## config.mk

```make
export PLATFORM = sky130hd
export DESIGN_NAME = mem_port_arbiter
export DESIGN_NICKNAME = d
export VERILOG_FILES = /design/src/rtl/mem_port_arbiter.sv
export SDC_FILE = /design/constraint.sdc
export NUM_CORES = 1
export LEC_CHECK = 0
export CAP_MARGIN = 20
export CORE_UTILIZATION = 42
export CTS_BUF_LIST = sky130_fd_sc_hd__clkbuf_2
export DETAILED_ROUTE_END_ITERATION = 16
export PLACE_DENSITY = 0.93
export SLEW_MARGIN = 20
export SYNTH_ARGS = -nofsm -noshare
export SYNTH_HDL_FRONTEND = slang
export SYNTH_SLANG_ARGS = --single-unit
```

## constraint.sdc

```tcl
create_clock -name clk -period 2.3 [get_ports clk]
set_clock_uncertainty 0.05 [all_clocks]
set_input_delay 0.575 -clock clk [delete_from_list [all_inputs] [get_ports clk]]
set_output_delay 0.575 -clock clk [all_outputs]
set_load 0.005 [all_outputs]
```

## src/rtl/mem_port_arbiter.sv

```systemverilog
// mem_port_arbiter
//   Shares one single-port, variable-latency memory bus between the fetch (F)
//   and data (M) ports of the pipeline. Data has priority over fetch. Completed
//   results are held, and done flags stay set, until the whole pipeline
//   advances (no stall from this block and none from ext_stall).
//
//   Optional feature: define ARB_TIMEOUT_EN to enable a bus watchdog. After
//   TIMEOUT_CYCLES busy cycles without mem_ready the transaction is abandoned,
//   the pending port completes with 32'h0 and bus_err latches until reset.
//   Without the macro the arbiter waits indefinitely and bus_err is tied 0.
//
// Ports
//   clk, rst          clock (rising edge), asynchronous active-low reset
//   inst_req/addr     fetch request (level) and address; inst_rdata result
//   data_req/wen/     data request (level), byte enables (0 = read), address,
//   addr/wdata        write data; data_rdata read result
//   ext_stall         stall from other pipeline sources
//   cpu_stall         global stall to the hazard unit
//   mem_req/wen/      registered bus request, byte enables, address, write data
//   addr/wdata
//   mem_rdata/ready   bus read data and one-cycle completion pulse
//   bus_err           sticky watchdog timeout flag
module mem_port_arbiter #(
  parameter int TIMEOUT_CYCLES = 255
) (
  input  logic        clk,
  input  logic        rst,
  input  logic        inst_req,
  input  logic [31:0] inst_addr,
  output logic [31:0] inst_rdata,
  input  logic        data_req,
  input  logic [3:0]  data_wen,
  input  logic [31:0] data_addr,
  input  logic [31:0] data_wdata,
  output logic [31:0] data_rdata,
  input  logic        ext_stall,
  output logic        cpu_stall,
  output logic        mem_req,
  output logic [3:0]  mem_wen,
  output logic [31:0] mem_addr,
  output logic [31:0] mem_wdata,
  input  logic [31:0] mem_rdata,
  input  logic        mem_ready,
  output logic        bus_err
);

  typedef enum logic [1:0] {
    IDLE,
    DREQ,
    IREQ
  } stateT;

  stateT state;
  stateT stateNext;

  logic iDone;
  logic dDone;
  logic iStall;
  logic dStall;
  logic advance;

  logic issueData;
  logic issueInst;
  logic finishOk;
  logic finishTimeout;
  logic timeoutHit;

  assign iStall    = inst_req & ~iDone;
  assign dStall    = data_req & ~dDone;
  assign cpu_stall = iStall | dStall;
  assign advance   = ~cpu_stall & ~ext_stall;

`ifdef ARB_TIMEOUT_EN
  logic [31:0] toCnt;
  logic        busErrQ;

  // Counter is cleared on the issuing edge, so the limit is reached on the
  // TIMEOUT_CYCLES-th edge after mem_req rose.
  assign timeoutHit = (toCnt == 32'(TIMEOUT_CYCLES - 1));

  always_ff @(posedge clk or negedge rst) begin
    if (!rst) begin
      toCnt   <= '0;
      busErrQ <= 1'b0;
    end else begin
      if (issueData || issueInst) begin
        toCnt <= '0;
      end else if (state != IDLE) begin
        toCnt <= toCnt + 32'd1;
      end
      if (finishTimeout) begin
        busErrQ <= 1'b1;
      end
    end
  end

  assign bus_err = busErrQ;
`else
  assign timeoutHit = 1'b0;
  assign bus_err    = 1'b0;
`endif

  always_ff @(posedge clk or negedge rst) begin
    if (!rst) begin
      state <= IDLE;
    end else begin
      state <= stateNext;
    end
  end

  always_comb begin
    stateNext     = state;
    issueData     = 1'b0;
    issueInst     = 1'b0;
    finishOk      = 1'b0;
    finishTimeout = 1'b0;
    case (state)
      IDLE: begin
        // Done flags are the registered ones, so a port that just completed
        // cannot be re-issued before the pipeline advances.
        if (dStall) begin
          issueData = 1'b1;
          stateNext = DREQ;
        end else if (iStall) begin
          issueInst = 1'b1;
          stateNext = IREQ;
        end
      end
      DREQ, IREQ: begin
        if (mem_ready) begin
          finishOk  = 1'b1;
          stateNext = IDLE;
        end else if (timeoutHit) begin
          finishTimeout = 1'b1;
          stateNext     = IDLE;
        end
      end
      default: stateNext = IDLE;
    endcase
  end

  always_ff @(posedge clk or negedge rst) begin
    if (!rst) begin
      mem_req    <= 1'b0;
      mem_wen    <= '0;
      mem_addr   <= '0;
      mem_wdata  <= '0;
      inst_rdata <= '0;
      data_rdata <= '0;
      iDone      <= 1'b0;
      dDone      <= 1'b0;
    end else begin
      if (advance) begin
        iDone <= 1'b0;
        dDone <= 1'b0;
      end

      if (issueData) begin
        mem_req   <= 1'b1;
        mem_wen   <= data_wen;
        mem_addr  <= data_addr;
        mem_wdata <= data_wdata;
      end else if (issueInst) begin
        mem_req  <= 1'b1;
        mem_wen  <= '0;
        mem_addr <= inst_addr;
      end

      // A finishing port whose request is still high keeps cpu_stall high,
      // so advance cannot be clearing the same flag on this edge.
      if (finishOk || finishTimeout) begin
        mem_req <= 1'b0;
        if (state == DREQ) begin
          if (finishTimeout) begin
            data_rdata <= '0;
          end else if (mem_wen == 4'b0000) begin
            data_rdata <= mem_rdata;
          end
          if (data_req) begin
            dDone <= 1'b1;
          end
        end else begin
          inst_rdata <= finishTimeout ? 32'h0 : mem_rdata;
          if (inst_req) begin
            iDone <= 1'b1;
          end
        end
      end
    end
  end

endmodule
```

Yosys cells after proc, flatten, opt, wreduce, memory -nomap -nowiden
Cells that the tools add are included.
- word-level logic and storage cells: 56
- bits in registers: 137
- output and inout port bits: 135
- equality and inequality tests: 4
- mux-type cells: 26
- reductions and logical operators: 8
- bitwise logic cells: 9
- operators with widths (cell ; count):
    two-way mux 32 bit ; 2
    two-way mux 1 bit ; 18
    two-way mux 4 bit ; 2
    two-way mux 2 bit ; 3
    inverter 1 bit ; 5
    logical NOT 4 bit ; 1
    case mux 2 bit (2 select lines) ; 1
    AND reduction 2 bit ; 2
    bitwise AND 1 bit ; 3
    inequality test 3 bit (second input constant) ; 1
    AND reduction 3 bit ; 1
    nonzero test 3 bit ; 1
    equality test 2 x 1 -> 1 bit (second input constant) ; 1
    equality test 2 bit (second input constant) ; 1
    logical NOT 2 bit ; 1
    inequality test 2 bit (second input constant) ; 1
    nonzero test 2 bit ; 1
    OR reduction 2 bit ; 1
    OR 1 bit ; 1

Longest topological paths before layout
- word-level depth: 9
- mapped depth: 8
- mapped depth without buffers: 5

Least setup slack after synthesis
OpenSTA, ideal clock, no wires.
- kind: register -> register
- start point: register state[0]
- end point: register mem_wdata[26]
- setup time: 0.125 ns
- data arrival time: 1.561 ns
- setup slack: 0.564 ns
- clock period less this slack: 1.736 ns
- stages on the path, launching flop included: 8
- path through: dfrtp_1 > inv_1 > ha_1 > and3b_1 > buf_2 > buf_2 > buf_4 > mux2_2
- cells in the longest elaborated chain, start to end: 2
- ends and longest elaborated chain (item ; line ; RTL):
    start: declaration ; 53 ; stateT state;
    start signal: assignment ; 107 ; state <= stateNext;
    logical NOT 2 bit ; 117 ; case (state)
    two-way mux 1 bit ; 117 ;
    end signal: assignment ; 162 ; mem_wdata <= data_wdata;
    end: declaration ; 41 ; output logic [31:0] mem_wdata,
Every way passes these cells.
A chain may end at the register's enable or synchronous reset.

Final worst setup path
- start point: register dDone
- end point: output port cpu_stall
- cells in the longest elaborated chain, start to end: 3
- ends and longest elaborated chain (item ; line ; RTL):
    start: declaration ; 57 ; logic dDone;
    start signal: assignment ; 151 ; dDone <= 1'b0;
    start signal: assignment ; 155 ; dDone <= 1'b0;
    start signal: assignment ; 180 ; dDone <= 1'b1;
    inverter 1 bit ; 69 ; assign dStall = data_req & ~dDone;
    bitwise AND 1 bit ; 69 ;
    OR 1 bit ; 70 ; assign cpu_stall = iStall | dStall;
    end: declaration ; 37 ; output logic cpu_stall,
Every way passes these cells.

==> summary.txt <==
Mapped Area -> 0.005508 mm²
Drt wl/cell -> 19.74 µm
Vias/cell -> 4.979
Peak supply drop -> 0.5899 mV
First-pass GRT wire length -> 23.68 mm
Seq/Total Area, Yosys -> 62.24%
Dpl cell area -> 0.008496 mm²
Reg clk slew, reported paths -> 0.18 ns
Leak pwr -> 0.005118 µW
Initial Utilization -> 43.29%
Total die area -> 0.01358 mm²
Status -> complete, no violations
RSZ-0062 raised after global routing -> false
Pins Over Slew Limit -> 0
Commonest non-fill, non-tap cells in the layout -> dfrtp_1, clkdlybuf4s50_1, dlymetal6s2s_1, mux2_2, buf_4
GRT Total Usage -> 23.66%
Root Buffer -> clkbuf_2
Pre-antenna DRT Iters -> 4
Area growth syn-to-layout -> 68.72%
Critical Path Start Type -> flip-flop
Fin. Hold Viols -> 0
TritonCTS buffer count -> 17
Fmax -> 0.4786 GHz
Final setup margin -> 0.2108 ns
Layout cell share with drive strength beyond 1 -> 28.69%
Final wirelength -> 17.31 mm
Longest Clk Path Bufs -> 2
Top Ports -> 273
WS Path Type -> flip-flop to output port
Non-Filler Instances -> 877
Max-cap violations -> 0
CP endpoint kind -> output port
Post-synthesis adder-cell area fraction -> 0.4543%
Main combinational cell family by area after synthesis -> multiplexers
Yosys cell types -> 29
Largest net degree at the start of global routing -> 49
Port bufs -> 271
Worst Path Arrival -> 1.46 ns
Total number of vias -> 4367
CTS tree -> built
Final Cycle Share -> 90.84%
Cells after DPL -> 790
Initial antenna violation count -> 0
ANT nets after route -> 0
1st-iter DRT viols -> 340
Largest fanout on the critical path -> 4
Syn nets -> 494
#FFs+latches synth -> 137
Synth Area per Inst -> 15.56 µm²
Gr ovfl total -> 0
Hold slack -> 0.2718 ns
FILL cells -> 812
Synth Flop Type -> dfrtp_1
Ys Warns -> 0
Design area -> 0.009293 mm²
Post-layout min period -> 2.089 ns
NumNets Final -> 832
GP Congestion -> 0.7742
FFs w/ async S/R, synth -> 100.0%
XOR/XNOR Fraction of Synth Area -> 0%
Placeable Area -> 0.01272 mm²
HP Class -> input pin to async pin
Post-synthesis mux area share -> 21.67%
Pwr dens -> 1188 mW/mm²
Die Span X -> 116.5 µm
Final setup fails -> 0
Post-Synth Simple-Gate Area -> 5.588%
Clock latency on the worst-skew pair -> 0.71 ns
Clock sink count -> 137
Hpwl dp -> 11.50 mm
Number of synthesized flops with an enable pin -> 0
Die Ht -> 116.5 µm
Vias in the first global route -> 4684
Synth Instances -> 354
Setup WS pre-CTS -> -0.06487 ns
Rows -> 41
Max H-tree Level -> 4
# DRC -> 0
Critical path data required time -> 1.67 ns
Most common cell after layout, fill and taps aside -> dfrtp_1
Compound-Gate Fraction of Synth Area -> 7.338%
## final timing paths
path | from | end | slack, ns | depth (start not counted)
max | dDone | cpu_stall | 0.21 | 3
min | rst | data_rdata[15] | 0.27 | 2
max reg2reg | state[0] | mem_addr[3] | 0.43 | 6
min reg2reg | mem_wdata[14] | mem_wdata[14] | 0.47 | 1
max in group asynchronous | rst | mem_wdata[15] | 1.29 | 3
min in group clk | inst_addr[21] | mem_addr[21] | 0.40 | 2
## synth_stat cells, types with 2 or more instances
master,count,area share [%]
a21oi_1,2,0.18
a221o_1,32,5.8
a22o_1,4,0.64
and2_0,5,0.57
and2_1,27,3.1
buf_2,14,1.3
buf_4,2,0.27
buf_6,3,0.61
clkbuf_1,3,0.20
dfrtp_1,137,62
ha_1,2,0.45
inv_1,4,0.27
mux2_2,66,13
mux2_4,30,8.2
nand2_1,4,0.27
nand2b_1,3,0.34
nand4_1,2,0.23
o21ai_0,3,0.27
## metal layers
layer  GRT usage [%]  share of wire, %
met4           10.68               2.3
met3           9.185               8.3
met5               0                 0
met2           42.52                53
met1           24.23                36
## state kept, by name, summed over array words and instances, names as in the netlist
signal      flops
mem_addr       32
dDone           1
mem_wdata      32
mem_wen         4
mem_req         1
iDone           1
state           2
inst_rdata     32
data_rdata     32
## worst max-delay path, stage by stage (launching register included)
cell	delay (ns)
dfrtp_1	0.44
nand2b_4	0.15
nand2_1	0.05
buf_2	0.11
## stage by stage
step | TNS [ns] | util (%) | power [µW]
final | 0 | 73.04 | 11040
after floorplan | 0 | - | 6198
after global routing | 0 | 73.02 | 11650
after CTS | 0 | 70.02 | 10910
after detailed placement | -0.06487 | 66.78 | 9393
after global placement | -0.07349 | 66.78 | 9093
## power breakdown
part / leakage [µW] / total [µW] / internal [µW] / switching (µW)
registers: 0.00168 / 4180 / 3520 / 654
logic: 0.00328 / 5310 / 3430 / 1880
clock network: 0.000165 / 1550 / 708 / 839
## cells by family (layout without fill, tap and decap cells)
family / after synthesis / count (layout)
buffers and inverters: 26 / 376
other: 1 / 2
multiplexers: 96 / 96
AND/OR/NAND/NOR: 48 / 48
AO/OA/AOI/OAI: 44 / 44
adder cells (fa/ha/maj): 2 / 2
flip-flops: 137 / 137
## layout make-up
cell class / instances / area [µm²] / share of cell area (%)
clock buffer: 20 / 100.1 / 1.077
antenna: 1 / 2.502 / 0.02693
tap: 172 / 215.2 / 2.316
timing repair buffer: 341 / 3435 / 36.96
sequential: 137 / 3428 / 36.89
inverter: 4 / 15.01 / 0.1616
multi-input combinational: 191 / 1943 / 20.91
clock inverter: 11 / 153.9 / 1.656
## timing repair
item	4_1_cts	5_1_grt
resized for setup	59	79
hold buffers	1	0
endpoints found under the setup margin	74	78
buffers inserted	29	25
hold endpoints to repair	40	0
Note: power is estimated with default switching activity, not from simulation.
